`src/rtl/cfg_chain_loader.sv`:
```
// cfg_chain_loader
//   Feeds the switchbox/tile configuration scan chain. Configuration words
//   arrive over a valid/ready handshake and are shifted MSB-first onto the
//   chain, one bit per clock, with config_en high while shifting. Exactly
//   CHAIN_LEN bits are shifted per load; a short final word sends only its
//   low bits.
//
//   Optional feature macro: CFG_CHAIN_LOADER_CRC_EN
//     When defined, a CRC-16-CCITT (poly 0x1021, init 0xFFFF, MSB-first) runs
//     over the shifted stream. After the last chain bit one extra word is
//     accepted and its low 16 bits are compared with the CRC; a mismatch sets
//     error. config_data_in is then sampled on every config_en cycle.
//
// Ports
//   clk, rst          clock, asynchronous active-high reset
//   start, abort      begin a load (IDLE/DONE only) / cancel back to IDLE
//   word_data/valid   incoming configuration word and its valid
//   word_ready        loader accepts a word this cycle
//   config_en         chain shift enable
//   config_data_out   serial bit into the chain head
//   config_data_in    serial bit from the chain tail (CRC build only)
//   busy, done, error status to the global config controller
module cfg_chain_loader #(
   parameter int WORD_W    = 32,
   parameter int CHAIN_LEN = 256,
   parameter int CNT_W     = $clog2(CHAIN_LEN + 1)
) (
   input  logic              clk,
   input  logic              rst,
   input  logic              start,
   input  logic              abort,
   input  logic [WORD_W-1:0] word_data,
   input  logic              word_valid,
   output logic              word_ready,
   output logic              config_en,
   output logic              config_data_out,
   input  logic              config_data_in,
   output logic              busy,
   output logic              done,
   output logic              error
);

   localparam int WC_W = $clog2(WORD_W + 1);

   typedef enum logic [2:0] {
      S_IDLE,
      S_LOAD,
      S_SHIFT,
`ifdef CFG_CHAIN_LOADER_CRC_EN
      S_CRC,
`endif
      S_DONE
   } state_t;

   state_t            state_reg,     state_next;
   logic [CNT_W-1:0]  bits_left_reg, bits_left_next;
   logic [WC_W-1:0]   word_left_reg, word_left_next;
   logic [WORD_W-1:0] shift_reg,     shift_next;
   logic              error_reg,     error_next;
   logic [31:0]       word_n;

   // Bits taken from the word being accepted: min(WORD_W, bits_left).
   assign word_n = (32'(bits_left_reg) >= 32'(WORD_W)) ? 32'(WORD_W)
                                                       : 32'(bits_left_reg);

`ifdef CFG_CHAIN_LOADER_CRC_EN
   logic [15:0] crc_reg, crc_next;
   logic        crc_fb;
   logic        tail_reg;
   logic        unused_tail;

   assign crc_fb      = crc_reg[15] ^ shift_reg[WORD_W-1];
   assign unused_tail = tail_reg;
`else
   logic        unused_tail;

   assign unused_tail = config_data_in;
`endif

   always_ff @(posedge clk or posedge rst) begin
      if (rst) begin
         state_reg     <= S_IDLE;
         bits_left_reg <= '0;
         word_left_reg <= '0;
         shift_reg     <= '0;
         error_reg     <= 1'b0;
`ifdef CFG_CHAIN_LOADER_CRC_EN
         crc_reg       <= 16'hFFFF;
         tail_reg      <= 1'b0;
`endif
      end else begin
         state_reg     <= state_next;
         bits_left_reg <= bits_left_next;
         word_left_reg <= word_left_next;
         shift_reg     <= shift_next;
         error_reg     <= error_next;
`ifdef CFG_CHAIN_LOADER_CRC_EN
         crc_reg       <= crc_next;
         if (config_en) begin
            tail_reg <= config_data_in;
         end
`endif
      end
   end

   always_comb begin
      state_next     = state_reg;
      bits_left_next = bits_left_reg;
      word_left_next = word_left_reg;
      shift_next     = shift_reg;
      error_next     = error_reg;
`ifdef CFG_CHAIN_LOADER_CRC_EN
      crc_next       = crc_reg;
`endif
      case (state_reg)
         S_IDLE, S_DONE: begin
            if (start) begin
               bits_left_next = CNT_W'(CHAIN_LEN);
               error_next     = 1'b0;
`ifdef CFG_CHAIN_LOADER_CRC_EN
               crc_next       = 16'hFFFF;
`endif
               state_next     = S_LOAD;
            end
         end
         S_LOAD: begin
            if (word_valid) begin
               // MSB-align the used bits; a short word's upper bits fall off.
               shift_next     = word_data << (32'(WORD_W) - word_n);
               word_left_next = WC_W'(word_n);
               state_next     = S_SHIFT;
            end
         end
         S_SHIFT: begin
            shift_next     = {shift_reg[WORD_W-2:0], 1'b0};
            bits_left_next = bits_left_reg - CNT_W'(1);
            word_left_next = word_left_reg - WC_W'(1);
`ifdef CFG_CHAIN_LOADER_CRC_EN
            crc_next       = {crc_reg[14:0], 1'b0} ^ (crc_fb ? 16'h1021 : 16'h0000);
`endif
            if (word_left_reg == WC_W'(1)) begin
               if (bits_left_reg == CNT_W'(1)) begin
`ifdef CFG_CHAIN_LOADER_CRC_EN
                  state_next = S_CRC;
`else
                  state_next = S_DONE;
`endif
               end else begin
                  state_next = S_LOAD;
               end
            end
         end
`ifdef CFG_CHAIN_LOADER_CRC_EN
         S_CRC: begin
            if (word_valid) begin
               if (16'(word_data) != crc_reg) begin
                  error_next = 1'b1;
               end
               state_next = S_DONE;
            end
         end
`endif
         default: state_next = S_IDLE;
      endcase

      // A start that arrives mid-load is a controller protocol error.
      if (start && busy) begin
         error_next = 1'b1;
      end
      // Abort overrides everything, including a simultaneous start.
      if (abort) begin
         state_next = S_IDLE;
         error_next = error_reg;
      end
   end

`ifdef CFG_CHAIN_LOADER_CRC_EN
   assign word_ready = (state_reg == S_LOAD) || (state_reg == S_CRC);
   assign busy       = (state_reg == S_LOAD) || (state_reg == S_SHIFT) || (state_reg == S_CRC);
`else
   assign word_ready = (state_reg == S_LOAD);
   assign busy       = (state_reg == S_LOAD) || (state_reg == S_SHIFT);
`endif
   assign config_en       = (state_reg == S_SHIFT);
   assign config_data_out = config_en & shift_reg[WORD_W-1];
   assign done            = (state_reg == S_DONE);
   assign error           = error_reg;

endmodule

```
`config.mk`:
```
export PLATFORM = sky130hd
export DESIGN_NAME = cfg_chain_loader
export DESIGN_NICKNAME = d
export VERILOG_FILES = /design/src/rtl/cfg_chain_loader.sv
export SDC_FILE = /design/constraint.sdc
export NUM_CORES = 1
export LEC_CHECK = 0
export CAP_MARGIN = 10
export CORE_MARGIN = 1
export CORE_UTILIZATION = 59
export DETAILED_ROUTE_END_ITERATION = 8
export PLACE_DENSITY = 0.79
export SETUP_SLACK_MARGIN = 0.02
export SLEW_MARGIN = 40
export SYNTH_ARGS = -nofsm -noshare
export SYNTH_HDL_FRONTEND = slang
export SYNTH_SLANG_ARGS = --single-unit
```
`constraint.sdc`:
```
create_clock -name clk -period 5 [get_ports clk]
set_clock_uncertainty 0.05 [all_clocks]
set_input_delay 0.75 -clock clk [delete_from_list [all_inputs] [get_ports clk]]
set_output_delay 0.75 -clock clk [all_outputs]
set_load 0.005 [all_outputs]
```
# --- Word-level counts from Yosys, hierarchy flattened ---
# Cells that the tools add are included.
word_totals:
  ff_bits: 51
  in_bits: 38
classes:
  mux: 16
  bitwise_logic: 2
  shifts: 1
  magnitude_cmp: 1
  reduce_logical: 12
  add_sub_neg: 3
  n_eq_ne: 10
ops:
  columns: ["operator", "n"]
  rows:
  - ["$pmux 32 s2", 1]
  - ["$mux 32", 1]
  - ["$shl 32x32->32", 1]
  - ["$mux 9", 2]
  - ["$pmux 9 s2", 1]
  - ["$mux 3", 4]
  - ["$pmux 6 s2", 1]
  - ["$sub 6x9->10 const A", 1]
  - ["$eq 9x1->1 const B", 1]
  - ["$ge 9x6->1 const B", 1]
  - ["$pmux 3 s3", 1]
  - ["$sub 9x1->9 const B", 1]
  - ["$reduce_bool 2->1", 4]
  - ["$eq 3x2->1 const B", 2]
  - ["$eq 6x1->1 const B", 1]
  - ["$mux 6", 1]
  - ["$ne 3x3->1 const B", 2]
  - ["$reduce_and 3->1", 2]
  - ["$sub 6x1->6 const B", 1]
  - ["$ne 2x2->1 const B", 2]
  - ["$reduce_and 2->1", 2]
  - ["$eq 3x1->1 const B", 1]
  - ["$logic_not 3->1", 1]
  - ["$mux 1", 3]
  - ["7 further kinds", 7]

# --- Logic depth before layout (Yosys ltp) ---
depth:
  word_depth: 6
  ltp_mapped: 17
  mapped_depth_nobuf: 11

# --- Worst setup path before layout ---
# Ideal clock, no wire load.
synth_path:
  path_kind: "reg2reg"
  start: "register bits_left_reg[6]"
  end: "register shift_reg[29]"
  setup_time_ns: 0.126
  required_ns: 4.824
  path_buffers: 6
  path_slack_ns: 1.467
  path_stages_with_launch: 14
  arrival_time_ns: 3.357
  cell_sequence: "dfrtp_1 -> buf_6 -> nor4_1 -> buf_2 -> buf_2 -> nand2_1 -> ha_1 -> clkbuf_1 -> clkbuf_1 -> clkbuf_1 -> mux4_1 -> a22o_1 -> a221oi_1 -> nor2_1"
synth_between:
  elab_chain_len: 6
synth_lines:
  columns: ["item", "line_no", "source"]
  rows:
  - ["start, declared", "56", "logic [CNT_W-1:0] bits_left_reg, bits_left_next;"]
  - ["start signal, assigned", "93", "bits_left_reg <= bits_left_next;"]
  - ["$ge 9x6->1", "63", "assign word_n = (32'(bits_left_reg) >= 32'(WORD_W)) ? 32'(WORD_W)"]
  - ["$mux 9 (*)", "63", null]
  - ["$sub 6x9->10 (*)", "129", "shift_next = word_data << (32'(WORD_W) - word_n);"]
  - ["$shl 32x32->32 (*)", "129", null]
  - ["$mux 32 (*)", "127", "if (word_valid) begin"]
  - ["$pmux 32 s2 (*)", "115", "case (state_reg)"]
  - ["end signal, assigned", "95", "shift_reg <= shift_next;"]
  - ["end, declared", "58", "logic [WORD_W-1:0] shift_reg, shift_next;"]
# Every way passes the cells marked *; elsewhere a longest branch is shown, timed or not. The select of a mux whose other input is x is not followed.
# A chain may end at the register's enable or synchronous reset.

# --- Final worst setup path ---
layout_path:
  start: "register bits_left_reg[6]"
  end: "register shift_reg[27]"
# The elaborated chain is that of the path after synthesis.

==> impl_metrics.ini <==
[global_route]
grt_antenna_before_repair = 0
grt_pass1_vias = 4218
track_usage_pct = 34.0
grt_first_pass_wirelength_um = 22300
grt_max_degree = 51
overflow = 0

[clocking]
cts.reportedPaths.clkPinSlew_ns = 0.10
cts_max_path_buffers = 2
cts_tree = built
cts_buffers = 5
postCtsHoldBufs = 0
ctsResizeCount = 0
cts_sinks = 50
cts_setup_buffers = 0
htreeDepth = 2
clkLatencyLatePin_ns = 0.31
root_buffer = clkbuf_8

[synthesis]
synth_edf_count = 0
syn_area_mm2 = 0.00464
yosys_warnings = 0
async_reset_ff_share_pct = 100
ys.flop_type = dfrtp_1
ys_seq_elements = 50
synthAdderAreaFrac_pct = 2.43
synth_top_family_by_area = compound AO/OA/AOI/OAI gates
syn_nets = 601
syn_area_per_cell_um2 = 8.38
synth_compound_area_share_pct = 29.8
synth_mux_area_share_pct = 15.9
ys_seq_area_share_pct = 27.0
synthXorXnorAreaFrac_pct = 0
synthDistinctLibCells = 68
yosys.area_share.simple_pct = 18.3
syn_inst = 554

[detailed_routing]
drtPass1Iterations = 5
drt_iter0_markers = 562
routed-via-count = 4690
via_per_inst = 7.02
drc = 0
wl_per_cell_um = 20.8
postRouteAntennaNets = 0
routed_wl_um = 13900

[placed_design]
place.gp.congestion = 0.969
port_buffers = 42
pre_cts_slack_ns = 0.880
post-dp-hpwl_um = 10100

[die]
core.rowCount = 31
start_util_pct = 62.6
io_pins = 44
die_h_um = 90.7
die_w_um = 90.7
dieArea_mm2 = 0.00822
core_mm2 = 0.00741

[layout]
final_nets = 615
utilization_pct = 69.5
diodes = 0
area_growth_pct = 10.9
drive_gt1_share_pct = 9.14
fillerInstances = 602
final_common_cell = nand2_1
mostFrequentLayoutCells = 68 x nand2_1, 55 x nor2_1, 50 x dfrtp_1
largest_register_ffs = 32

[power_and_ir_drop]
peakVddDrop_mv = 0.360
p_seq_share_pct = 24.8
power.share.clock_pct = 8.3
p_sw_mw = 1.54
power_density_mw_per_mm2 = 579
combPwrFrac_pct = 66.9
p_sw_share_pct = 51.7
power.internal_mw = 1.44
power.leakage_nw = 2.02

[sta]
setup_viol = 0
rsz0062_at_grt = false
tightest_slew_ns = 0.781
slew_headroom_pct = 47.9
finalHoldViolations = 0
fin_ws_ns = 0.797
period_minus_slack_ns = 4.20
hold_ws_ns = 0.436
finalSetupTns_ns = 0
slew_violations = 0
period_share_pct = 84.1
max_freq_mhz = 238

[job]
maxCapViolations = 0

[worst_setup_path]
critPathCaptureType = register
cp-start-kind = register
critPathKind = register to register
crit_required_ns = 5.15
cp_max_fo = 17
arrival_ns = 4.35

[min_path]
min_path_type = register to register

[run_status]
outcome = complete, no violations
==> worst max-delay path, stage by stage, from the launching register on <==
cell      delay (ns)
dfrtp_1         0.48
or4_4           0.69
nor2_8          0.12
inv_1           0.13
ha_1            0.43
o41a_1          0.27
a21o_1          0.35
a221oi_1        0.34
a21oi_1         0.15
a221oi_1        0.54
a21boi_0        0.18
a221o_1         0.34
==> cells by family after synthesis <==
group	Yosys count
AND/OR/NAND/NOR	186
buffers and inverters	61
multiplexers	44
AO/OA/AOI/OAI	204
adder cells (fa/ha/maj)	9
flip-flops	50
==> cell usage after synthesis (13+ instances only) <==
master	n	share of area (%)
nand2_1	68	5.5
a21oi_1	48	5.2
o21ai_0	39	4.2
nor2_1	55	4.4
inv_1	13	1.1
dfrtp_1	50	27
nand3_1	20	2.2
clkbuf_1	25	2.0
mux2i_1	19	4.1
buf_2	16	1.7
a221oi_1	18	3.4
==> per-layer routing <==
metal	routed length (um)	GRT usage, %	up-vias
met5	0	0	-
met4	231	8.60	0
met3	1100	3.87	20
met2	6230	51.4	272
met1	6340	51.4	2247
li1	-	-	2151
==> final cells by class <==
class	count	area, um2	share of cell area [%]
inverter	13	51.3	0.997
tap	99	124	2.41
multi-input combinational	443	3110	60.5
clock inverter	3	21.3	0.413
timing repair buffer	55	518	10.1
sequential	50	1250	24.3
clock buffer	5	68.8	1.34
==> worst paths after layout <==
| kind | slack, ns | startpoint | to | cells past startpoint |
|---|---|---|---|---|
| max in group asynchronous | 3.65 | rst | shift_reg[31] | 2 |
| worst max-delay path | 0.80 | bits_left_reg[6] | shift_reg[27] | 11 |
| worst max register to register | 0.80 | bits_left_reg[6] | shift_reg[27] | 11 |
| worst min-delay path | 0.44 | error | error | 2 |
| min in group asynchronous | 0.82 | rst | shift_reg[11] | 2 |
| worst min register to register | 0.44 | error | error | 2 |
==> power by group through the flow <==
stage	clock, mW	sequential (mW)	combinational [mW]
after floorplan	0	0.687	1.46
after global placement	0	0.732	1.89
after CTS	0.249	0.734	1.94
final	0.247	0.739	1.99
after global routing	0.262	0.762	2.17
after detailed placement	0	0.743	1.94
==> through the flow <==
| step | cell area [um2] | cells | total power [mW] |
|---|---|---|---|
| after CTS | 5150 | 668 | 2.93 |
| after floorplan | 4640 | 554 | 2.15 |
| final | 5150 | 668 | 2.98 |
| after global routing | 5150 | 668 | 3.20 |
| after global placement | 5050 | 660 | 2.62 |
| after detailed placement | 5060 | 660 | 2.68 |
Note: power is estimated with default switching activity, not from simulation.
